$ cat src/rtl/tube_init_pkg.sv
// Shared types and helpers for the Tube parasite-side bus initiator.
package tube_init_pkg;

    typedef enum logic [1:0] {
        S_IDLE,
        S_STAT,
        S_RD,
        S_WR
    } state_t;

    localparam int ST_AVAIL   = 7;
    localparam int ST_NOTFULL = 6;

    // Each channel owns a status/data register pair.
    function automatic logic [2:0] chan_addr(
        input logic [1:0] chan,
        input logic       is_data
    );
        return {chan, is_data};
    endfunction

endpackage

$ cat src/rtl/tube_init_fifo.sv
// Synchronous RX FIFO: push, pop, occupancy count and head byte.
module tube_init_fifo #(
    parameter int DEPTH = 4
) (
    input  logic                     clk,
    input  logic                     rst,
    input  logic                     push,
    input  logic [7:0]               push_data,
    input  logic                     pop,
    output logic [7:0]               head,
    output logic [$clog2(DEPTH):0]   count
);

    localparam int AW = $clog2(DEPTH);
    localparam logic [AW:0] FULL = (AW + 1)'(DEPTH);

    logic [7:0]    mem [DEPTH];
    logic [AW-1:0] wr_ptr;
    logic [AW-1:0] rd_ptr;
    logic          do_push;
    logic          do_pop;

    assign do_pop  = pop && (count != '0);
    assign do_push = push && (count != FULL);
    assign head    = mem[rd_ptr];

    always_ff @(posedge clk) begin
        if (do_push) begin
            mem[wr_ptr] <= push_data;
        end
    end

    always_ff @(posedge clk or posedge rst) begin
        if (rst) begin
            wr_ptr <= '0;
            rd_ptr <= '0;
            count  <= '0;
        end else begin
            if (do_push) begin
                wr_ptr <= wr_ptr + 1'b1;
            end
            if (do_pop) begin
                rd_ptr <= rd_ptr + 1'b1;
            end
            unique case ({do_push, do_pop})
                2'b10:   count <= count + 1'b1;
                2'b01:   count <= count - 1'b1;
                default: count <= count;
            endcase
        end
    end

endmodule

$ cat src/rtl/tube_p_initiator.sv
// Parasite-side Tube register bus master: polls status, moves RX/TX bytes.
// Build option TUBE_IRQ_WAKE_EN: idle engine sleeps until IRQ or pending TX.
module tube_p_initiator
    import tube_init_pkg::*;
#(
    parameter int RX_DEPTH = 4,
    parameter int IDLE_GAP = 2
) (
    input  logic       p_phi2,
    input  logic       p_rst,
    input  logic [1:0] chan,
    output logic [2:0] p_addr,
    output logic       p_cs_b,
    output logic       p_rdnw,
    output logic [7:0] p_data_out,
    input  logic [7:0] p_data_in,
    input  logic       p_irq_b,
    output logic [7:0] rx_data,
    output logic       rx_valid,
    input  logic       rx_ready,
    input  logic [7:0] tx_data,
    input  logic       tx_valid,
    output logic       tx_ready,
    output logic       busy
);

    localparam int CW = $clog2(RX_DEPTH) + 1;
    localparam logic [CW-1:0] RX_FULL  = CW'(RX_DEPTH);
    localparam logic [3:0]    GAP_INIT = 4'(IDLE_GAP);

    state_t        state;
    state_t        nxt;
    logic [1:0]    chan_q;
    logic [1:0]    chan_n;
    logic [3:0]    gap;
    logic [3:0]    gap_n;
    logic          prio;
    logic          prio_n;
    logic [7:0]    hold;
    logic          hold_valid;
    logic [CW-1:0] rx_count;
    logic          rx_ok;
    logic          tx_ok;
    logic          wake;

`ifdef TUBE_IRQ_WAKE_EN
    assign wake = !p_irq_b || hold_valid;
`else
    logic unused_irq;
    assign unused_irq = p_irq_b;
    assign wake       = 1'b1;
`endif

    assign busy     = (state != S_IDLE);
    assign tx_ready = !hold_valid;
    assign rx_valid = (rx_count != '0);

    always_comb begin
        nxt    = state;
        gap_n  = gap;
        prio_n = prio;
        chan_n = chan_q;
        rx_ok  = p_data_in[ST_AVAIL] && (rx_count != RX_FULL);
        tx_ok  = p_data_in[ST_NOTFULL] && hold_valid;
        unique case (state)
            S_IDLE: begin
                gap_n = (gap == 4'd0) ? 4'd0 : gap - 4'd1;
                // Leave as the count reaches zero so IDLE_GAP idle cycles occur.
                if ((gap <= 4'd1) && wake) begin
                    nxt    = S_STAT;
                    chan_n = chan;
                end
            end
            S_STAT: begin
                if (rx_ok && tx_ok) begin
                    nxt    = prio ? S_WR : S_RD;
                    prio_n = !prio;
                end else if (rx_ok) begin
                    nxt = S_RD;
                end else if (tx_ok) begin
                    nxt = S_WR;
                end else begin
                    nxt   = S_IDLE;
                    gap_n = GAP_INIT;
                end
            end
            S_RD:    nxt = S_STAT;
            S_WR:    nxt = S_STAT;
            default: nxt = S_IDLE;
        endcase
    end

    // Bus outputs are registered from the next state.
    always_ff @(posedge p_phi2 or posedge p_rst) begin
        if (p_rst) begin
            state      <= S_IDLE;
            gap        <= 4'd0;
            prio       <= 1'b0;
            chan_q     <= 2'd0;
            p_cs_b     <= 1'b1;
            p_rdnw     <= 1'b1;
            p_addr     <= 3'd0;
            p_data_out <= 8'h00;
        end else begin
            state      <= nxt;
            gap        <= gap_n;
            prio       <= prio_n;
            chan_q     <= chan_n;
            p_cs_b     <= (nxt == S_IDLE);
            p_rdnw     <= (nxt != S_WR);
            p_addr     <= chan_addr(chan_n, (nxt == S_RD) || (nxt == S_WR));
            p_data_out <= (nxt == S_WR) ? hold : 8'h00;
        end
    end

    always_ff @(posedge p_phi2 or posedge p_rst) begin
        if (p_rst) begin
            hold       <= 8'h00;
            hold_valid <= 1'b0;
        end else if (state == S_WR) begin
            hold_valid <= 1'b0;
        end else if (tx_valid && !hold_valid) begin
            hold       <= tx_data;
            hold_valid <= 1'b1;
        end
    end

    tube_init_fifo #(
        .DEPTH(RX_DEPTH)
    ) u_fifo (
        .clk      (p_phi2),
        .rst      (p_rst),
        .push     (state == S_RD),
        .push_data(p_data_in),
        .pop      (rx_ready),
        .head     (rx_data),
        .count    (rx_count)
    );

endmodule

$ cat config.mk
export PLATFORM = sky130hd
export DESIGN_NAME = tube_p_initiator
export DESIGN_NICKNAME = d
export VERILOG_FILES = /design/src/rtl/tube_init_pkg.sv /design/src/rtl/tube_init_fifo.sv /design/src/rtl/tube_p_initiator.sv
export SDC_FILE = /design/constraint.sdc
export NUM_CORES = 1
export LEC_CHECK = 0
export CAP_MARGIN = 20
export CORE_MARGIN = 10
export CORE_UTILIZATION = 55
export CTS_CLUSTER_SIZE = 30
export DETAILED_ROUTE_END_ITERATION = 8
export GPL_ROUTABILITY_DRIVEN = 0
export GPL_TIMING_DRIVEN = 0
export PLACE_DENSITY_LB_ADDON = 0.05
export SLEW_MARGIN = 20
export SYNTH_ARGS = -nofsm -noshare
export SYNTH_HDL_FRONTEND = slang
export SYNTH_HIERARCHICAL = 1
export SYNTH_SLANG_ARGS = --single-unit
$ cat constraint.sdc
create_clock -name p_phi2 -period 4.28 [get_ports p_phi2]
set_clock_uncertainty 0.2 [all_clocks]
set_input_delay 0.856 -clock p_phi2 [delete_from_list [all_inputs] [get_ports p_phi2]]
set_output_delay 0.856 -clock p_phi2 [all_outputs]
set_load 0.05 [all_outputs]
Word level (Yosys, flattened, before mapping)
Memories as Yosys holds them, arrays and structs flattened.
Cells that the tools add are included.
Widths: inputs -> output; s select.

operators by class
  add/sub/neg operators = 5
  $lt $le $gt $ge = 1
  eq/ne operators = 12
  mux-type cells = 19
  bitwise gates (word level) = 1
  reductions and logical operators = 21

operator list
  cell                 count
  $mux 4               4
  $mux 2               6
  $eq 2x2->1 const B   5
  $mux 8               1
  $ne 2x2->1 const B   4
  $pmux 4 s2           1
  $reduce_bool 2->1    4
  $logic_and 1x1->1    6
  $pmux 2 s3           1
  $pmux 3 s2           1
  $mux 1               5
  $add 2x1->2 const B  2
  $eq 2x1->1 const B   2
  $le 4x1->1 const B   1
  $logic_not 2->1      2
  $logic_not 4->1      1
  $reduce_and 2->1     2
  $reduce_and 4->1     1
  $sub 4x1->4 const B  1
  $add 3x1->3 const B  1
  $ne 3x3->1 const B   1
  $reduce_bool 3->1    1
  $sub 3x1->3 const B  1
  $logic_not 1->1      2
  other kinds (3)      3

storage, ports and cells
  register bits = 38
  memory bits (writable) = 32
  input port bits = 23
  output and inout bits = 24
  word-level logic and storage cells = 73
  memories = 1

memories
  memory      words  bits a word  read ports  clocked after memory_dff  write ports  RTL line              source
  u_fifo.mem  4      8            1           0                         1            tube_init_fifo.sv:17  logic [7:0] mem [DEPTH];

Depth between registers and ports, before layout
  depth after elaboration = 7
  mapped depth = 12
  depth with buffers taken out = 11

By module
Netlist, hierarchy kept.

by module, submodules not included
  module            times used  cells each  area each (sq um)  seq. area each (sq um)
  tube_init_fifo    1           79          1585.3             1136.1
  tube_p_initiator  1           98          1204.9             728.2

Least setup slack after synthesis
Ideal clock, no wire load.

  kind = input port to flip-flop
  start = in rx_ready
  end = reg u_fifo.count[2]
  library setup time = 0.079 ns
  arrival = 1.996 ns
  required time = 4.001 ns
  path slack = 2.005 ns
  stages = 7
  buffers on the path = 0
  path through = o31a_1 ha_1 inv_1 fa_1 xor2_1 nor2_1 xor2_1

between the ends
  word-level cells in the longest chain between the ends = 3
  elaborated cells on any way between the ends = 5
  classes of those cells = 2 x eq/ne; 1 x mux; 2 x reduce/logical

RTL lines
  element                                                 RTL line                source
  start, declared                                         tube_p_initiator.sv:20  input logic rx_ready,
  $logic_and 1x1->1 *                                     tube_init_fifo.sv:23    assign do_pop = pop && (count != '0);
  $eq 2x1->1 / $eq 2x2->1 (equally long branches)         tube_init_fifo.sv:45    unique case ({do_push, do_pop})
  $pmux 3 s2 / $reduce_bool 2->1 (equally long branches)  -
  end signal, assigned                                    tube_init_fifo.sv:46    2'b10: count <= count + 1'b1;
  end signal, assigned                                    tube_init_fifo.sv:47    2'b01: count <= count - 1'b1;
  end signal, assigned                                    tube_init_fifo.sv:48    default: count <= count;
  end, declared                                           tube_init_fifo.sv:11    output logic [$clog2(DEPTH):0] count

Mark *: on every way between the ends. The rest lies on a longest branch, timed or not.
A chain may end at the register's enable or synchronous reset.

Worst setup path in the final report
  start = reg u_fifo.rd_ptr[0]
  end = out rx_data[6]

between the ends
  word-level cells in the longest chain between the ends = 1

RTL lines
  element                 RTL line                source
  start, declared         tube_init_fifo.sv:19    logic [AW-1:0] rd_ptr;
  start signal, assigned  tube_init_fifo.sv:43    rd_ptr <= rd_ptr + 1'b1;
  $mem_v2 4x8             -
  end, declared           tube_p_initiator.sv:18  output logic [7:0] rx_data,

No other way between the ends.

==> impl_metrics.ini <==
[clock_tree]
clk_pin_slew_ns = 0.07
cts_tree = yes
worstSkewPairLatency_ns = 0.33
cts_resized = 0
hold_buffers = 0
cts_buffer_depth = 2
htreeDepth = 3
clock-root-buffer = clkbuf_8
cts_sinks = 68
cts_buffers = 9
postCtsSetupBuffers = 0

[sta]
setup_viol = 0
fmax_mhz = 317
worst_pin_slew_ns = 0.602
fin_ws_ns = 1.12
finalCritPeriodShare_pct = 73.8
setup-tns-final_ns = 0
layout_min_cycle_time_ns = 3.16
rsz0062_at_grt = no
relSlewSlack_pct = 59.8
finalHoldViolCount = 0
report.final.slew_viol_count = 0

[min_path]
hold-path-cell-count = 1
hold_end = prio
holdCritStartpoint = prio
hold_path_class = flop to flop

[synthesis]
syn_avg_cell_area_sq_um = 15.8
synth-edff-count = 32
yosys.area_share.adder_pct = 2.96
synth_top_family_by_area = multiplexers
synth_cell_types = 43
synthSimpleGateAreaFrac_pct = 7.53
synth-compound-area-share_pct = 6.10
synth.yosys.seq_area_share_pct = 66.8
synth_cells = 177
ys_ff_latch = 68
synthArstFlopShare_pct = 52.9
synthMuxAreaShare_pct = 11.4
synthXorXnorAreaFrac_pct = 2.20
synth_fp_nets = 206
yosys_warnings = 6
synth-main-ff-cell = dfrtp_1
netlist_area_sq_um = 2790

[final_layout]
layout-drive-gt1-share_pct = 19.7
diodes = 0
layout.cells.most_common = clkdlybuf4s50_1
fill_cells = 350
final_util_pct = 72.3
final_cell_mix = clkdlybuf4s50_1, dfrtp_1, edfxtp_1, and2_1, inv_1
nets = 262
syn2layout_area_growth_pct = 24.8

[drt]
vias_per_cell = 5.31
met1Wirelength_mm = 2.14
drt-initial-drc-count = 62
post_drt_wl_per_cell_microns = 17.5
vias = 1621
wl_met2_mm = 2.75
routed.top_layer = met4
route.detailed.drc = 0
met3WireLength_microns = 334
ant_nets = 0
wl_mm = 5.33
first_pass_iters = 4

[global_route]
grt_pass1_wl_mm = 8.90
antenna_found_initial = 0
grt_pass1_vias = 1770
grt_max_degree = 30
track_usage_pct = 13.7
grt.overflow.total = 0

[setup_path]
r2r_slack_ns = 1.97
crit_chain = buf_6, mux4_2, clkdlybuf4s50_1
crit_arrival_ns = 2.10
regToRegEndpoint = u_fifo/count[2]
slowest_delay_ns = 0.73
ff2ff_path_depth = 11
crit_path_max_fanout = 10
cp.required_ns = 3.22
crit_type = flop to output port
critPathLaunchType = flop
slowest_stage = clkdlybuf4s50_1
end_kind = output port
worstReg2RegStart = state[0]

[power]
finalPower_mw = 2.53
sw_frac_of_total_pct = 39.7
seqPwrFrac_pct = 37.7
p_sw_mw = 1.00
share_comb_of_total_power_pct = 45.5
powerDensity_nw_per_um2 = 725
clockPowerShare_pct = 16.8
internal_power_mw = 1.52
p_leak_nw = 1.36
vdd_drop_max_mv = 0.438

[run]
timing.max_cap.violations = 0

[floorplanning]
io_pins = 47
die_h_microns = 91.2
rows = 25
die_w_microns = 91.2
design.die.area_sq_um = 8320
start_util_pct = 57.9
coreArea_sq_um = 4820

[place]
place_ws_ns = 1.39
port_buffers = 45
dp_hpwl_mm = 3.86

[status]
status = finished, final reports clean
[state kept, by name, indices dropped and copies added (netlist names)]
register / flops
chan_q: 2
gap: 4
hold: 8
hold_valid: 1
p_addr: 1
p_cs_b: 1
p_data_out: 8
p_rdnw: 1
prio: 1
state: 2
u_fifo/count: 3
u_fifo/mem: 32
u_fifo/rd_ptr: 2
u_fifo/wr_ptr: 2
[worst max path at each step]
stage | startpoint | to | slack, ns | depth (start not counted)
finish | u_fifo/rd_ptr[0] | rx_data[6] | 1.12 | 3
global route | u_fifo/rd_ptr[0] | rx_data[6] | 1.02 | 3
CTS | u_fifo/rd_ptr[0] | rx_data[6] | 1.09 | 3
detailed placement | rx_ready | u_fifo/count[2] | 1.39 | 8
global placement | rx_ready | u_fifo/count[2] | 1.47 | 8
floorplan | rx_ready | u_fifo/count[2] | 2.01 | 7
[logic make-up after synthesis]
group / count (synthesis)
adders and majority gates: 6
muxes: 20
xor gates and xnor gates: 7
and+or+nand+nor: 37
AOI/OAI and AO/OA: 20
buffers and inverters: 19
DFF: 68
[worst max-delay path: cells and delay by family (launching register included)]
family | cells | cell delay, ns
buffers and inverters | 2 | 0.91
muxes | 1 | 0.53
DFF | 1 | 0.34
[Yosys cell counts, types with 3 or more instances]
cell      number  area, sq um
a21oi_1        3         15.0
ha_1           5         62.6
edfxtp_1      32          961
and2_1        13         81.3
nand2_1        6         22.5
mux4_2         8          180
o21a_1         3         22.5
xor2_1         3         26.3
nor2_1         5         18.8
dfrtp_1       34          851
inv_1         13         48.8
xnor2_1        4         35.0
mux2_2        10          113
[metal layers]
layer  up-vias  global-route usage, %
li1        756                      -
met1       805                   15.3
met2        49                   22.5
met3        11                   5.35
met4         0                   6.40
met5         -                      0
[power by group through the flow]
| stage | clock network (mW) | logic (mW) | registers [mW] |
|---|---|---|---|
| final | 0.425 | 1.15 | 0.951 |
| after global routing | 0.465 | 1.23 | 0.974 |
| after CTS | 0.437 | 1.16 | 0.952 |
| after detailed placement | 0 | 1.16 | 0.964 |
| after global placement | 0 | 1.11 | 0.951 |
| after floorplan | 0 | 0.714 | 1.07 |
[final cells by class]
| class | count | area (sq um) | area share, % |
|---|---|---|---|
| multi-input combinational | 90 | 842 | 24.2 |
| clock inverter | 6 | 31.3 | 0.898 |
| buffer | 6 | 35.0 | 1.01 |
| timing repair buffer | 45 | 450 | 12.9 |
| sequential | 68 | 1860 | 53.5 |
| clock buffer | 10 | 128 | 3.66 |
| tap | 67 | 83.8 | 2.41 |
| inverter | 13 | 48.8 | 1.40 |
[through the flow]
| step | cells | instance area (sq um) | hold WS (ns) |
|---|---|---|---|
| after CTS | 305 | 3480 | 0.277 |
| after global routing | 305 | 3480 | 0.301 |
| after global placement | 289 | 3320 | 0.254 |
| after floorplan | 177 | 2790 | 0.246 |
| after detailed placement | 289 | 3320 | 0.262 |
| final | 305 | 3480 | 0.278 |
Power figures use the tool's default switching activity.
